==> src/rtl/keypad_guess_encoder.sv <==
// Scans and debounces a 4x3 keypad into a one-hot key code, holds the last digit and strobes push_0 on '#'.
// Optional macro KEY_AUTO_REPEAT_EN: periodic re-acceptance of a held digit.
module keypad_guess_encoder #(
  parameter int SCAN_DIV      = 1000,
  parameter int DEB_CYCLES    = 20000,
  parameter int PUSH_LEN      = 4,
  parameter int REPEAT_CYCLES = 500000
) (
  input  logic        clk,
  input  logic        reset,
  input  logic [3:0]  row_n,
  output logic [2:0]  col_n,
  output logic [11:0] key,
  output logic [11:0] key_save,
  output logic        key_valid,
  output logic        push_0
);

  localparam int SCAN_W = $clog2(SCAN_DIV + 1);
  localparam int DEB_W  = $clog2(DEB_CYCLES + 1);
  localparam int PUSH_W = $clog2(PUSH_LEN + 1);

  typedef enum logic [1:0] {SCAN, DEB_PRESS, PRESSED, DEB_REL} state_t;

  state_t              state;
  logic [1:0]          col;
  logic [1:0]          row_sel;
  logic [SCAN_W-1:0]   scan_cnt;
  logic [DEB_W-1:0]    deb_cnt;
  logic [PUSH_W-1:0]   push_cnt;

  logic [3:0]          row_low;
  logic                single_row;
  logic [1:0]          row_enc;
  logic [3:0]          held_pattern;
  logic [3:0]          key_idx;
  logic [11:0]         key_code;
  logic                is_star;
  logic                is_hash;
  logic                push_busy;
  logic [1:0]          col_next;

`ifdef KEY_AUTO_REPEAT_EN
  localparam int REP_W = $clog2(REPEAT_CYCLES + 1);
  logic [REP_W-1:0]    rep_cnt;
`endif

  always_comb begin
    row_low      = ~row_n;
    single_row   = (row_low != 4'd0) && ((row_low & (row_low - 4'd1)) == 4'd0);
    row_enc      = 2'd0;
    for (int i = 0; i < 4; i++) begin
      if (row_low[i]) row_enc = 2'(i);
    end
    held_pattern = ~(4'b0001 << row_sel);
    key_idx      = ({2'b00, row_sel} * 4'd3) + {2'b00, col};
    key_code     = 12'd1 << key_idx;
    is_star      = (key_idx == 4'd9);
    is_hash      = (key_idx == 4'd11);
    // push_0 still low on its final cycle counts as busy
    push_busy    = (push_cnt != '0) || !push_0;
    col_next     = (col == 2'd2) ? 2'd0 : col + 2'd1;
  end

  always_ff @(posedge clk) begin
    if (reset) begin
      state     <= SCAN;
      col       <= 2'd0;
      col_n     <= 3'b110;
      row_sel   <= 2'd0;
      scan_cnt  <= '0;
      deb_cnt   <= '0;
      push_cnt  <= '0;
      key       <= 12'd0;
      key_save  <= 12'd0;
      key_valid <= 1'b0;
      push_0    <= 1'b1;
`ifdef KEY_AUTO_REPEAT_EN
      rep_cnt   <= '0;
`endif
    end else begin
      key_valid <= 1'b0;

      // Submit strobe runs independently of the scan FSM
      if (push_cnt != '0) begin
        push_0   <= 1'b0;
        push_cnt <= push_cnt - PUSH_W'(1);
      end else begin
        push_0   <= 1'b1;
      end

      case (state)
        SCAN: begin
          if (scan_cnt == SCAN_W'(SCAN_DIV - 1)) begin
            scan_cnt <= '0;
            if (single_row) begin
              row_sel <= row_enc;
              deb_cnt <= '0;
              state   <= DEB_PRESS;
            end else begin
              col   <= col_next;
              col_n <= ~(3'b001 << col_next);
            end
          end else begin
            scan_cnt <= scan_cnt + SCAN_W'(1);
          end
        end

        DEB_PRESS: begin
          if (row_n != held_pattern) begin
            state    <= SCAN;
            scan_cnt <= '0;
            col      <= col_next;
            col_n    <= ~(3'b001 << col_next);
          end else if (deb_cnt == DEB_W'(DEB_CYCLES - 1)) begin
            state     <= PRESSED;
            key       <= key_code;
            key_valid <= 1'b1;
            if (is_star) begin
              key_save <= 12'd0;
            end else if (is_hash) begin
              if (key_save != 12'd0 && !push_busy) push_cnt <= PUSH_W'(PUSH_LEN);
            end else begin
              key_save <= key_code;
            end
`ifdef KEY_AUTO_REPEAT_EN
            rep_cnt <= '0;
`endif
          end else begin
            deb_cnt <= deb_cnt + DEB_W'(1);
          end
        end

        PRESSED: begin
          if (row_n[row_sel]) begin
            deb_cnt <= '0;
            state   <= DEB_REL;
          end
`ifdef KEY_AUTO_REPEAT_EN
          else if (!is_star && !is_hash) begin
            if (rep_cnt == REP_W'(REPEAT_CYCLES - 1)) begin
              rep_cnt   <= '0;
              key_valid <= 1'b1;
              key_save  <= key_code;
            end else begin
              rep_cnt <= rep_cnt + REP_W'(1);
            end
          end
`endif
        end

        DEB_REL: begin
          if (!row_n[row_sel]) begin
            state <= PRESSED;
          end else if (deb_cnt == DEB_W'(DEB_CYCLES - 1)) begin
            key      <= 12'd0;
            state    <= SCAN;
            scan_cnt <= '0;
            col      <= 2'd0;
            col_n    <= 3'b110;
          end else begin
            deb_cnt <= deb_cnt + DEB_W'(1);
          end
        end

        default: state <= SCAN;
      endcase
    end
  end

endmodule
==> config.mk <==
export PLATFORM = sky130hd
export DESIGN_NAME = keypad_guess_encoder
export DESIGN_NICKNAME = d
export VERILOG_FILES = /design/src/rtl/keypad_guess_encoder.sv
export SDC_FILE = /design/constraint.sdc
export NUM_CORES = 1
export LEC_CHECK = 0
export BUFFER_PORTS_ARGS = -buffer_cell sky130_fd_sc_hd__buf_4
export CORE_MARGIN = 4
export CORE_UTILIZATION = 43
export CTS_BUF_LIST = sky130_fd_sc_hd__clkbuf_4 sky130_fd_sc_hd__clkbuf_8
export CTS_CLUSTER_SIZE = 10
export DETAILED_ROUTE_END_ITERATION = 8
export SKIP_LAST_GASP = 1
export SYNTH_ARGS = -nofsm -noshare
export SYNTH_HDL_FRONTEND = slang
export SYNTH_SLANG_ARGS = --single-unit
==> constraint.sdc <==
create_clock -name clk -period 8.79 [get_ports clk]
set_input_delay 1.758 -clock clk [delete_from_list [all_inputs] [get_ports clk]]
set_output_delay 1.758 -clock clk [all_outputs]
set_load 0.1 [all_outputs]
* Word-level counts from Yosys, hierarchy flattened *
Cells that the tools add are included.

word-level totals
  bits in registers = 63
  input bits = 6
  output and inout bits = 29
  logic and storage cells = 122

cells by class
  $add $sub $neg = 6
  multipliers = 1
  $lt $le $gt $ge = 1
  equality and inequality tests = 21
  shifts and indexed selects = 3
  multiplexer cells = 53
  bitwise logic cells = 6
  reductions and logical operators = 20

operator list
  cell                                               count
  2-to-1 mux 15 bit                                  6
  2-to-1 mux 12 bit                                  6
  case mux 15 bit (4 select lines)                   1
  2-to-1 mux 10 bit                                  4
  2-to-1 mux 3 bit                                   12
  case mux 10 bit (3 select lines)                   1
  2-to-1 mux 2 bit                                   14
  case mux 12 bit (2 select lines)                   1
  != test 2 bit (second input constant)              10
  adder 15 x 1 -> 15 bit (second input constant)     1
  == test 15 bit (second input constant)             1
  AND reduction 5 bit                                3
  nonzero test 12 bit                                1
  left shift 1 x 4 -> 12 bit (first input constant)  1
  adder 10 x 1 -> 10 bit (second input constant)     1
  == test 10 bit (second input constant)             1
  case mux 3 bit (3 select lines)                    1
  == test 4 bit (second input constant)              2
  inverter 4 bit                                     2
  case mux 2 bit (4 select lines)                    1
  AND reduction 4 bit                                2
  == test 2 bit (second input constant)              3
  != test 3 bit (second input constant)              2
  case mux 2 bit (3 select lines)                    1
  other kinds (26)                                   33

* Depth between registers and ports, before layout *
  word-level depth = 10
  gate-level depth with buffers = 12
  gate-level depth less buffers = 11

* Worst setup path after synthesis *
No wires, ideal clock.

  path kind = input -> register
  from = in row_n[2]
  to = reg deb_cnt[13]
  setup time = 62 ps
  arrival time = 3459 ps
  path slack = 5269 ps
  cell stages on the path = 9
  buffers on the path = 3
  cells stage by stage = buf_2 mux4_2 or2_1 clkbuf_1 a21o_1 o31a_1 buf_2 a211o_1 nand2_1

between the ends
  longest elaborated chain between the ends = 7
  elaborated cells on any way between the ends = 14

RTL lines
  what                             RTL line  source
  start, declared                  11        input logic [3:0] row_n,
  inverter 4 bit                   49        row_low = ~row_n;
  subtractor 4 x 1 -> 4 bit        50        single_row = (row_low != 4'd0) && ((row_low & (row_low - 4'd1)) == 4'd0);
  AND 4 bit                        50
  zero test 4 bit                  50
  logical AND 1 bit                50
  != test 2 bit (no line)          n/a
  AND reduction 5 bit (no line) *  n/a
  end signal, assigned             130       deb_cnt <= deb_cnt + DEB_W'(1);
  end signal, assigned             162       deb_cnt <= deb_cnt + DEB_W'(1);
  end, declared                    29        logic [DEB_W-1:0] deb_cnt;

Every way passes the cells marked *; elsewhere a longest branch is shown, timed or not. The select of a mux whose other input is x is not followed.
A chain may end at the register's enable or synchronous reset.

* Worst setup path after layout *
  from = reg row_sel[0]
  to = reg key_save[5]

between the ends
  longest elaborated chain between the ends = 5
  elaborated cells on any way between the ends = 13

RTL lines
  what                                                                    RTL line  source
  start, declared                                                         27        logic [1:0] row_sel;
  start signal, assigned                                                  97        row_sel <= row_enc;
  multiplier 2 x 2 -> 4 bit or left shift 1 x 2 -> 4 bit (tied branches)  56, 55
  adder 4 x 2 -> 4 bit or inverter 4 bit (tied branches)                  56, 55
  == test 4 bit (tied with other cells)                                   58        is_star = (key_idx == 4'd9);
  != test 2 bit (no line) (tied with other cells)                         n/a
  AND reduction 4 bit (no line) or 2-to-1 mux 12 bit (tied branches)      n/a
  end signal, assigned                                                    124       key_save <= key_code;
  end, declared                                                           14        output logic [11:0] key_save,

Several ways; a longest one is shown, not always the timed one. The select of a mux whose other input is x is not followed.

==> results.md <==
- Worst min-delay path class: reg -> reg
- Count of flip-flops with a built-in enable after synthesis: 0
- Final Hold Violating Endpoints: 0
- Postcts setup bufs: 0
- Final antenna-violating net count: 0
- Horiz. Die Dim: 94.4 um
- Via count: ~2800
- Remaining global-route overflow: 0
- DIE AREA: 0.00891 mm2
- CP max FO: 13
- Yosys reg bits: 63
- DR WL/cell: approximately 15 um
- Critical hold path startpoint: deb_cnt[14]$_SDFFE_PP0P_
- Nets: 428
- Aggregate negative setup slack: 0 ns
- Number of top-level design ports: 35
- RSZ-0062 raised after global routing: false
- Max-slew headroom: between 20 and 30%
- Netlist cell types: 53
- Pins Over Slew Limit: 0
- Overall Global Routing Usage: 18.2%
- Detailed Route Iter0 Violations: 136
- Y dimension of the die: 94.4 um
- Reg-to-reg slack, setup: 5.31 ns
- Data required time at the worst endpoint: 9.06 ns
- DRC violation count after routing: 0
- Gate count of the mapped netlist: 384
- Clock latency reported for the late side of the worst-skew pair: about 0.34 ns
- YS warnings: 0
- Endpoints failing setup: 0
- Wire length of the first global-routing pass: 12800 um
- Master cell of the clock root buffer: clkbuf_8
- Clk_skew: 0.00683 ns
- Clock network power share: between 40% and 50%
- Hold Path Cell Cnt: 2
- Number of cell rows: 31
- Largest net degree at the start of global routing: 56
- Clock transition at path regs: 0.07 ns
- Post-Syn Area: 0.00321 mm2
- R2R cell count: 10
- Via count of the first global-routing pass: 2705
- Longest Clk Path Bufs: 2
- CTS hold repair buffers: 0
- Setup crit start kind: flip-flop
- Clock tree from TritonCTS: yes
- Worst hold path endpoint: deb_cnt[14]$_SDFFE_PP0P_
- Antenna violations before repair: 0
- Floorplan core area: slightly above 0.007 mm2
- Fin crit share: 39.5%
- Minimum clock period: 3.48 ns
- Routability-driven placement congestion ratio: 0.840
- Worst ir drop on vdd: between 90 and 100 uV
- Sinks on the clock net: 63
- Proportion of total power due to net switching: 25.7%
- Syn-to-layout area delta: 16.6%
- Run status: finished, final reports clean
- Flip-flop cell with the highest count after synthesis: dfxtp_1
- Syn Area/Cell: 8.36 um2
- Post-cts resize count: 0
- Worst Tran Pin Value: 1.07 ns
- Share of cells above drive strength 1: 14.2%
- Wirelength, routed: 7470 um
- Smallest hold slack: about 0.47 ns
- Power Dens Cells: 176 mW/mm2
- Number of H-tree levels: 3
- Power dissipated by switching net loads: 169 uW
- Number of violations of the max-capacitance limit: 0
- Peak clock frequency supported by timing: 0.288 GHz
- Net Count, Synth: 402
- Number of buffers added by the clock tree synthesis step: 9
- Internal Pwr Total: 489 uW
- Leakage: 0.00140 uW
- TritonRoute pass-1 iters: 4
- Type of destination of the critical path: flip-flop
- Design Power: 659 uW
- Proportion of synthesized chip area in sequential cells: between 30% and 40%
- Initial Utilization: 44.2%
- Combinational cell fraction of total power: between 10% and 20%
- IO Port Bufs: 34
- Endpoint arrival time on the critical path: 3.74 ns
- Post-detailed-route via-to-cell ratio: 5.47
- Share of flip-flops with an asynchronous set or reset after synthesis: 0%
- Startpoint of the worst-slack reg-to-reg timing path: row_sel[0]$_SDFFE_PP0P_
- Register share of total power: 45.5%
- Critical R2R Capture: key_save[5]$_SDFFE_PP0P_
- N_diodes: 0
- Critical path class: reg -> reg
- Detail Placement HPWL: 5260 um
[stage by stage]
step / cell area (um2) / setup WS, ns / util, % / instances
global placement: 3510 / 5.10 / 48.4 / 498
detailed placement: 3510 / 5.06 / 48.4 / 498
CTS: 3740 / 5.30 / 51.6 / 514
floorplan: 3210 / 5.27 / - / 384
finish: 3740 / 5.31 / 51.6 / 514
global route: 3740 / 5.11 / 51.6 / 514
[critical path, stage by stage (launching register included)]
cell and delay (ns):
dfxtp_1 0.49, inv_1 0.16, fa_1 0.53, inv_1 0.04, ha_1 0.19, fa_1 0.67, nor2_1 0.10, nand3_1 0.18
or3b_4 0.49, or3_1 0.40, a21oi_1 0.14
[power groups by stage]
| stage | sequential [uW] | clock [uW] | combinational [uW] |
|---|---|---|---|
| floorplan | 319 | 0 | 41.8 |
| global placement | 306 | 0 | 68.1 |
| detailed placement | 307 | 0 | 69.2 |
| CTS | 300 | 297 | 69.4 |
| global route | 302 | 309 | 76.2 |
| finish | 300 | 290 | 68.8 |
[synthesized netlist by cell type (2+ instances only)]
cell / n / area [um2]
a211o_1: 2 / 17.5
mux2i_1: 9 / 90.1
o21ai_0: 18 / 90.1
nor3_1: 11 / 55.1
nand3b_1: 15 / 113
xnor2_1: 12 / 105
clkbuf_1: 16 / 60.1
and4_1: 3 / 26.3
and3b_1: 2 / 17.5
nand4b_1: 3 / 26.3
nor2b_1: 3 / 18.8
a21o_1: 5 / 37.5
nor4b_1: 2 / 17.5
a311oi_1: 2 / 17.5
and3_1: 5 / 31.3
nand3_1: 20 / 100
nor4_1: 3 / 18.8
o31ai_1: 8 / 60.1
fa_1: 2 / 40.0
nand4_1: 10 / 62.6
a21oi_1: 27 / 135
ha_1: 10 / 125
nand2_1: 40 / 150
inv_1: 15 / 56.3
nor2_1: 35 / 131
dfxtp_1: 63 / 1260
a211oi_1: 3 / 22.5
and2_1: 2 / 12.5
buf_2: 3 / 15.0
nand2b_1: 8 / 50.1
or3_1: 2 / 12.5
nor3b_1: 4 / 30.0
[registers in the layout (all words and copies together) (netlist names)]
name       flops
deb_cnt       15
row_sel        2
push_cnt       3
key_valid      1
state          2
key_save      12
push_0         1
col_n          3
scan_cnt      10
col            2
key           12
[cells by family after synthesis]
family / share of synthesized area [%]
AND/OR/NAND/NOR: 29.1
AO/OA/AOI/OAI: 15.0
flip-flops: 39.3
buffers and inverters: 4.09
XOR/XNOR: 3.55
adder cells (fa/ha/maj): 5.15
multiplexers: 3.86
[placed cells by master (no fill, tap or decap), types with 2 or more instances in the layout]
| cell | n |
|---|---|
| a211o_1 | 2 |
| a211oi_1 | 3 |
| a21o_1 | 5 |
| a21oi_1 | 27 |
| a311oi_1 | 2 |
| and2_1 | 2 |
| and3_1 | 5 |
| and3b_1 | 2 |
| and4_1 | 3 |
| buf_4 | 34 |
| bufinv_16 | 2 |
| clkbuf_8 | 10 |
| clkinvlp_4 | 2 |
| dfxtp_1 | 63 |
| fa_1 | 2 |
| ha_1 | 10 |
| inv_1 | 15 |
| mux2i_1 | 9 |
| nand2_1 | 40 |
| nand2b_1 | 8 |
| nand3_1 | 20 |
| nand3b_1 | 15 |
| nand4_1 | 10 |
| nand4b_1 | 3 |
| nor2_1 | 35 |
| nor2b_1 | 3 |
| nor3_1 | 11 |
| nor3b_1 | 4 |
| nor4_1 | 3 |
| nor4b_1 | 2 |
| o21ai_0 | 18 |
| o31ai_1 | 8 |
| or3_1 | 2 |
| xnor2_1 | 12 |
[layout make-up]
type                    count  area (um2)
inverters                  15        56.3
repair buffers             34         255
multi-input cells         287        1820
clock inverters             6        92.6
flip-flops and latches     63        1260
fillers                   694        3510
well taps                  99         124
clock buffers              10         138
[routing by layer]
layer	vias up	part of all wire, %	track usage [%]
li1	1422	-	-
met1	1341	49	24.8
met2	41	47	28.5
met3	9	2.7	3.98
met4	0	1.0	6.14
met5	-	0	0
[worst max path at each step]
stage	to	startpoint	cells past startpoint
finish	key_save[5]$_SDFFE_PP0P_	row_sel[0]$_SDFFE_PP0P_	10
floorplan	deb_cnt[13]$_SDFFE_PP0P_	row_n[2]	9
detailed placement	key_save[5]$_SDFFE_PP0P_	row_n[3]	7
CTS	key_save[5]$_SDFFE_PP0P_	row_sel[0]$_SDFFE_PP0P_	10
global placement	key_save[5]$_SDFFE_PP0P_	row_n[3]	7
global route	key_save[5]$_SDFFE_PP0P_	row_sel[0]$_SDFFE_PP0P_	10
Power figures use the tool's default switching activity.
